## src/rtl/dac_sample_feeder.sv

```systemverilog
`default_nettype none
// =============================================================================
// Module   : dac_sample_feeder
// Brief    : Buffers AGC samples and feeds offset-binary codes to a framed DAC;
//            define DAC_FEEDER_UNDERRUN_CNT_EN to add the underrun_cnt output.
// Revision : 1.0
// =============================================================================
module dac_sample_feeder #(
    parameter int         FRAME_LEN  = 128,
    parameter logic [5:0] CONF       = 6'b110010,
    parameter int         FIFO_DEPTH = 4
) (
    input  logic        clk,
    input  logic        rst,
    input  logic        run,
    input  logic        s_valid,
    input  logic [15:0] s_data,
    output logic        s_ready,
    output logic [11:0] dac_data,
    output logic [5:0]  dac_conf,
    output logic        dac_set,
    output logic        dac_enable,
    output logic        underrun
`ifdef DAC_FEEDER_UNDERRUN_CNT_EN
    ,
    output logic [7:0]  underrun_cnt
`endif
);

    localparam int             CW          = $clog2(FRAME_LEN);
    localparam int             AW          = $clog2(FIFO_DEPTH);
    localparam logic [CW-1:0]  FRAME_LAST  = CW'(FRAME_LEN - 1);
    localparam logic [CW-1:0]  FRAME_UPD   = CW'(FRAME_LEN - 3);
    localparam logic [AW:0]    DEPTH_W     = (AW + 1)'(FIFO_DEPTH);
    localparam logic [11:0]    MID_CODE    = 12'h800;

    typedef enum logic [1:0] {
        IDLE   = 2'd0,
        CONFIG = 2'd1,
        STREAM = 2'd2
    } state_t;

    state_t         state;
    logic [CW-1:0]  frame_cnt;
    logic [11:0]    mem [FIFO_DEPTH];
    logic [AW-1:0]  wr_ptr;
    logic [AW-1:0]  rd_ptr;
    logic [AW:0]    count;

    logic [16:0]    sum;
    logic [11:0]    code;
    logic           unused_sum_lsbs;
    logic           full;
    logic           empty;
    logic           push;
    logic           update;
    logic           pop;

    // Rounding offset of half an output LSB, with positive overflow clamped.
    assign sum             = {s_data[15], s_data} + 17'd8;
    assign code            = (!sum[16] && sum[15]) ? 12'hFFF : {~sum[15], sum[14:4]};
    assign unused_sum_lsbs = ^sum[3:0];

    assign full     = (count == DEPTH_W);
    assign empty    = (count == '0);
    assign s_ready  = !full && (state != IDLE);
    assign push     = s_valid && s_ready;
    assign update   = (state == STREAM) && (frame_cnt == FRAME_UPD);
    assign pop      = update && !empty;
    assign dac_conf = CONF;

    always_ff @(posedge clk) begin
        if (push) begin
            mem[wr_ptr] <= code;
        end
    end

    always_ff @(posedge clk or posedge rst) begin
        if (rst) begin
            state      <= IDLE;
            frame_cnt  <= '0;
            wr_ptr     <= '0;
            rd_ptr     <= '0;
            count      <= '0;
            dac_data   <= MID_CODE;
            dac_set    <= 1'b0;
            dac_enable <= 1'b0;
            underrun   <= 1'b0;
        end else if (!run) begin
            // Dropping run parks the DAC at mid-scale and discards queued samples.
            state      <= IDLE;
            frame_cnt  <= '0;
            wr_ptr     <= '0;
            rd_ptr     <= '0;
            count      <= '0;
            dac_data   <= MID_CODE;
            dac_set    <= 1'b0;
            dac_enable <= 1'b0;
            underrun   <= 1'b0;
        end else begin
            underrun <= update && empty;

            if (state == IDLE) begin
                state      <= CONFIG;
                dac_set    <= 1'b1;
                dac_enable <= 1'b1;
            end else begin
                frame_cnt <= (frame_cnt == FRAME_LAST) ? '0 : frame_cnt + 1'b1;
                if ((state == CONFIG) && (frame_cnt == FRAME_LAST)) begin
                    state   <= STREAM;
                    dac_set <= 1'b0;
                end
            end

            if (pop) begin
                dac_data <= mem[rd_ptr];
                rd_ptr   <= rd_ptr + 1'b1;
            end
            if (push) begin
                wr_ptr <= wr_ptr + 1'b1;
            end
            case ({push, pop})
                2'b10:   count <= count + 1'b1;
                2'b01:   count <= count - 1'b1;
                default: count <= count;
            endcase
        end
    end

`ifdef DAC_FEEDER_UNDERRUN_CNT_EN
    always_ff @(posedge clk or posedge rst) begin
        if (rst) begin
            underrun_cnt <= '0;
        end else if (!run) begin
            underrun_cnt <= '0;
        end else if (update && empty && (underrun_cnt != 8'hFF)) begin
            underrun_cnt <= underrun_cnt + 1'b1;
        end
    end
`endif

endmodule
`default_nettype wire

```

## config.mk

```make
export PLATFORM = sky130hd
export DESIGN_NAME = dac_sample_feeder
export DESIGN_NICKNAME = d
export VERILOG_FILES = /design/src/rtl/dac_sample_feeder.sv
export SDC_FILE = /design/constraint.sdc
export NUM_CORES = 1
export LEC_CHECK = 0
export ABC_AREA = 0
export CAP_MARGIN = 20
export CELL_PAD_IN_SITES_DETAIL_PLACEMENT = 1
export CELL_PAD_IN_SITES_GLOBAL_PLACEMENT = 2
export CORE_MARGIN = 4
export CORE_UTILIZATION = 35
export CTS_BUF_LIST = sky130_fd_sc_hd__clkbuf_16
export DETAILED_ROUTE_END_ITERATION = 10
export HOLD_SLACK_MARGIN = 0.02
export PLACE_DENSITY_LB_ADDON = 0.3
export SYNTH_ARGS = -nofsm -noshare
export SYNTH_HDL_FRONTEND = slang
export SYNTH_SLANG_ARGS = --single-unit
```

## constraint.sdc

```tcl
create_clock -name clk -period 1.9 [get_ports clk]
set_input_delay 0.285 -clock clk [delete_from_list [all_inputs] [get_ports clk]]
set_output_delay 0.285 -clock clk [all_outputs]
set_load 0.005 [all_outputs]
```

==> flow_metrics.tcl, run 1 <==
set metrics [dict create \
    synth_area_leaders "edfxtp_1, dfrtp_1, mux4_2, nand2_1, ha_1" \
    grt_max_degree 34 \
    hold_viol 0 \
    synth-main-ff-cell "edfxtp_1" \
    cts_tree "done" \
    fin_worst_hold_slack_ns 0.333 \
    clock_sinks 78 \
    setup_violations 0 \
    start_kind "flip-flop" \
    worstSetupPathType "reg2reg" \
    hpwlAfterDp_mm 5.24 \
    yosys_register_bits 78 \
    clkTransAtPathRegs_ns 0.06 \
    synth_area_um2 3650 \
    initial_core_util 0.356 \
    synth-edff-count 48 \
    n_antenna_cell 0 \
    yosysSeqAreaShare 0.601 \
    syn-mean-instance-area_um2 13.2 \
    track_usage 0.137 \
    cp-end-kind "flip-flop" \
    fmax_mhz 527 \
    fin_nets 370 \
    dp_slack_ns -0.199 \
    status "finished, final reports clean" \
    drt_iter0_drc 68 \
    mostFrequentLayoutCells "edfxtp_1, nand2_1, buf_4" \
    grt_pass1_wl_mm 12.5 \
    slew_viol_final 0 \
    r2r_slack_ns 0.0008 \
    num_vias 2324 \
    ys_async_sr_fraction 0.385 \
    drv_cap 0 \
    period_share 1.00 \
    clockBufferDepth 2 \
    cp_max_fo 4 \
    hold_path.class "in2async" \
    dieArea_um2 12100 \
    p_per_area_nw_per_um2 817 \
    drive_gt1_frac 0.236 \
    portBuffers 32 \
    ir_drop_mv 0.413 \
    mostFrequentLayoutCell "edfxtp_1" \
    wl_per_cell_um 15.5 \
    required_ns 2.15 \
    finClkSkew_ns 0.00494 \
    yosys.area.top_type_share 0.395 \
    synthCells 276 \
    cts-root-buf "clkbuf_16" \
    layout_setup_ws_ns 0.000847 \
    grt_overflow_total 0 \
    period_needed_ns 1.90 \
    antenna_found_initial 0 \
    gp_congestion 0.734 \
    fin_total_pwr_mw 3.88 \
    critPathArrivalTime_ns 2.15 \
    grt_pass1_vias 2531 \
    drtAntennaViolNets 0 \
    regToRegStartpoint "count[0]" \
    rsz0062_at_grt "true" \
    num_rows 37 \
    yosys.cell_types.count 42 \
    yosysTopAreaCell "edfxtp_1" \
    via_per_inst 4.81 \
    dr.pass1.iters 4 \
    core_um2 10200 \
    drc 0 \
    wl_mm 7.47 \
    insertion_delay_ns 0.33 \
    numCtsBuffers 9 \
    startpoint "count[0]" \
    syn2layout_area_growth_pct 30.1 \
    die_w_um 110 \
    htree_levels 3 \
    synth-warning-count 0 \
    chipHeight_um 110 \
    io_pins 42 \
    p_leak_nw 1.84 \
]
kinds of logic (layout without fill, tap and decap cells):
family,Yosys count,count (layout),synth area share
AOI/OAI and AO/OA,32,32,0.0600
xor gates and xnor gates,16,16,0.0384
adders and majority gates,8,8,0.0295
buffers and inverters,27,94,0.0377
DFF,78,78,0.601
muxes,16,16,0.0851
other,2,6,0.00206
and+or+nand+nor,97,97,0.146
layer usage:
layer | up-vias | track usage | part of all wire
met5 | - | 0 | 0
met4 | 0 | 0.0588 | 0.020
met3 | 13 | 0.0262 | 0.038
met2 | 40 | 0.244 | 0.52
met1 | 1154 | 0.161 | 0.43
li1 | 1117 | - | -
synthesized netlist by cell type (all sizes together), types with 3 or more instances:
cell type	number
nand2b	3
and2	8
o21ai	6
and3	6
dfrtp	29
ha	7
nand4	5
buf	12
mux2i	4
clkbuf	8
edfxtp	48
a21oi	4
mux4	12
inv	7
nand2	45
o21a	5
nor3	6
xnor2	7
xor2	9
a21boi	14
nand3	9
worst paths after layout:
check	endpoint	cells after the start
max in group asynchronous	dac_data[11]	3
min in group clk	dac_enable	1
worst min register to register	dac_enable	1
worst min-delay path	dac_enable	3
worst max-delay path	count[2]	8
worst max register to register	count[2]	8
registers in the layout, summed over array words and instances, names as in the netlist:
register,flops
count,3
dac_data,12
dac_enable,1
frame_cnt,7
mem,48
rd_ptr,2
state,2
underrun,1
wr_ptr,2
through the flow:
step	instances	setup TNS [ns]	area [µm²]	util
finish	483	0	4740	0.464
global route	483	-0.287	4740	0.464
CTS	480	-0.00393	4710	0.460
detailed placement	461	-0.199	4370	0.427
global placement	461	-0.105	4370	0.427
floorplan	280	0	3680	-
repair_timing:
item / in CTS / in global routing
cloned: 0 / 0
resized for setup: 7 / 3
buffers inserted: 3 / 3
setup endpoints to repair: 3 / 4
pin swaps: 2 / 4
hold buffers: 0 / 0
worst max-delay path, stage by stage, from the launching register on:
cell and delay (ns):
dfrtp_2 0.42, buf_6 0.13, nor3_4 0.18, nor3_2 0.07, nor2b_1 0.14, fa_2 0.34, and3_1 0.16, mux2i_1 0.16
mux2i_1 0.21
power breakdown:
part           switching (mW)  internal (mW)
logic                   0.137          0.138
registers              0.0150           1.85
clock network           0.704           1.03
total                   0.856           3.02
layout make-up:
type                            instances  area, µm²
Tap cell                              136        170
Clock buffer                            9        225
Clock inverter                          7       82.6
Inverter                                7       26.3
Sequential cell                        78       2200
Timing Repair Buffer                   71        682
Fill cell                            1035       5490
Multi-Input combinational cell        175       1360
(Power assumes the default switching activity.)
==> run 2: changes to the inputs <==
--- a/config.mk
+++ b/config.mk
@@ -14,7 +14,7 @@
 export CTS_BUF_LIST = sky130_fd_sc_hd__clkbuf_16
 export DETAILED_ROUTE_END_ITERATION = 10
 export HOLD_SLACK_MARGIN = 0.02
-export PLACE_DENSITY_LB_ADDON = 0.3
+export PLACE_DENSITY = 0.82
 export SYNTH_ARGS = -nofsm -noshare
 export SYNTH_HDL_FRONTEND = slang
 export SYNTH_SLANG_ARGS = --single-unit
==> run 2 against run 1 <==
Against the previous run: clock skew up 0.0024 ns; largest cell class unchanged; critical path type unchanged; total power up 2.9%; global-route usage up 0.059 points; utilization up 0.61 points; fmax up 2.2%; first-iteration DRC count up 44%; clock power up 6%.
==> flow_metrics.tcl, run 2 (same netlist as run 1, synthesis figures left out) <==
set metrics [dict create \
    status "finished, final reports clean" \
    multi_input_comb_area_um2 1400 \
    dieArea_um2 12100 \
    drtAntennaViolNets 0 \
    p_seq_frac 0.467 \
    syn2layout_area_growth_pct 31.8 \
    fin_nets 368 \
    crit_family "simple AND/OR/NAND/NOR gates" \
    track_usage 0.138 \
    cp_num_cells 7 \
    largest-register "mem" \
    drv_cap 0 \
    p_leak_nw 1.85 \
    clock_sinks 78 \
    fmax_mhz 538 \
    slew_viol_final 0 \
    core_um2 10200 \
    mostFrequentLayoutCell "edfxtp_1" \
    drt_iter0_drc 98 \
    drc 0 \
    p_sw_mw 0.845 \
    insertion_delay_ns 0.33 \
    dr.pass1.iters 4 \
    cp-end-kind "flip-flop" \
    swShare 0.212 \
    rsz0062_at_grt "true" \
    cts-root-buf "clkbuf_16" \
    hold_viol 0 \
    largest_registers "mem (48), dac_data (12), frame_cnt (7)" \
    fin_total_pwr_mw 3.99 \
    p_clk_frac 0.462 \
    gp_congestion 0.727 \
    num_vias 2376 \
    grt_overflow_total 0 \
    via_per_inst 4.94 \
    period_share 0.978 \
    design_area_um2 4810 \
    p_comb_frac 0.070 \
    ir_drop_mv 0.431 \
    num_rows 37 \
    dp_slack_ns -0.143 \
    p_int_mw 3.14 \
    p_per_area_nw_per_um2 830 \
    drive_gt1_frac 0.264 \
    grt_pass1_wl_mm 12.7 \
    start_kind "flip-flop" \
    initial_core_util 0.356 \
    worstSetupPathType "reg2reg" \
    wl_mm 7.80 \
    cp_max_fo 3 \
    period_needed_ns 1.86 \
    crit_chain "buf_4 -> or3b_4 -> and2_4 -> nor2b_4 -> fa_2 -> nand2_1 -> mux2i_1" \
    antenna_found_initial 0 \
    largest_reg_flops 48 \
    reg2reg_depth 7 \
    chipHeight_um 110 \
    mostFrequentLayoutCells "edfxtp_1, nand2_1, clkdlybuf4s50_1" \
    numCtsBuffers 9 \
    portBuffers 32 \
    slowest_delay_ns 0.43 \
    hold_path.class "in2async" \
    wl_per_cell_um 16.2 \
    hold_buffers 0 \
    finClkSkew_ns 0.00729 \
    die_w_um 110 \
    clkTransAtPathRegs_ns 0.06 \
    n_antenna_cell 0 \
    layout_setup_ws_ns 0.0411 \
    io_pins 42 \
    setup_violations 0 \
    grt_max_degree 34 \
    regArea_um2 2200 \
    fillCellCount 1061 \
    critPathArrivalTime_ns 2.06 \
    dpl_cell_area_um2 4340 \
    setup_tns_ns 0 \
    cp_slowest_cell "fa_2" \
    crit_buf_inv 1 \
    hpwlAfterDp_mm 5.29 \
    required_ns 2.10 \
    clockBufferDepth 2 \
    htree_levels 3 \
    cts_tree "done" \
    grt_pass1_vias 2512 \
]
run 2: through the flow:
step	util	cells	hold slack, ns
6_report	0.470	481	0.338
5_1_grt	0.470	481	0.404
4_1_cts	0.460	477	0.355
3_5_place_dp	0.424	458	0.486
3_3_place_gp	0.424	458	0.474
2_1_floorplan	-	280	0.375
run 2: area by class of cell:
type                       count  share of cell area
timing repair buffer          69               0.143
multi-input combinational    175               0.292
inverter                       7             0.00547
clock inverter                 7              0.0203
tap                          136              0.0354
clock buffer                   9              0.0469
sequential                    78               0.457
run 2: what timing repair did:
item	in CTS	in global routing
gates resized for setup	9	20
cloned	0	1
endpoints found under the setup margin	11	11
setup buffers	3	3
pin swaps	1	4
run 2: worst paths after layout:
path | startpoint | to | slack [ns]
setup / recovery | count[0] | count[1] | 0.04
hold / removal | rst | dac_data[1] | 0.34
setup reg to reg | count[0] | count[1] | 0.04
hold reg to reg | dac_data[11] | dac_data[11] | 0.49
max in group asynchronous | rst | dac_data[11] | 1.23
min in group clk | dac_data[11] | dac_data[11] | 0.49
run 2: per-layer routing:
metal / global-route usage / wire (µm)
met5: 0 / 0
met4: 0.0508 / 102
met3: 0.0227 / 320
met2: 0.231 / 3970
met1: 0.180 / 3410
run 2: worst min-delay path: cells and delay by family:
kind / cells / cell delay (ns)
buf+inv: 3 / 0.81
run 2: power groups by stage:
stage	Combinational [mW]	Sequential [mW]	Clock, mW
6_report	0.281	1.86	1.84
5_1_grt	0.314	1.86	1.96
4_1_cts	0.279	1.86	1.88
3_5_place_dp	0.269	1.90	0
3_3_place_gp	0.257	1.90	0
2_1_floorplan	0.140	1.90	0
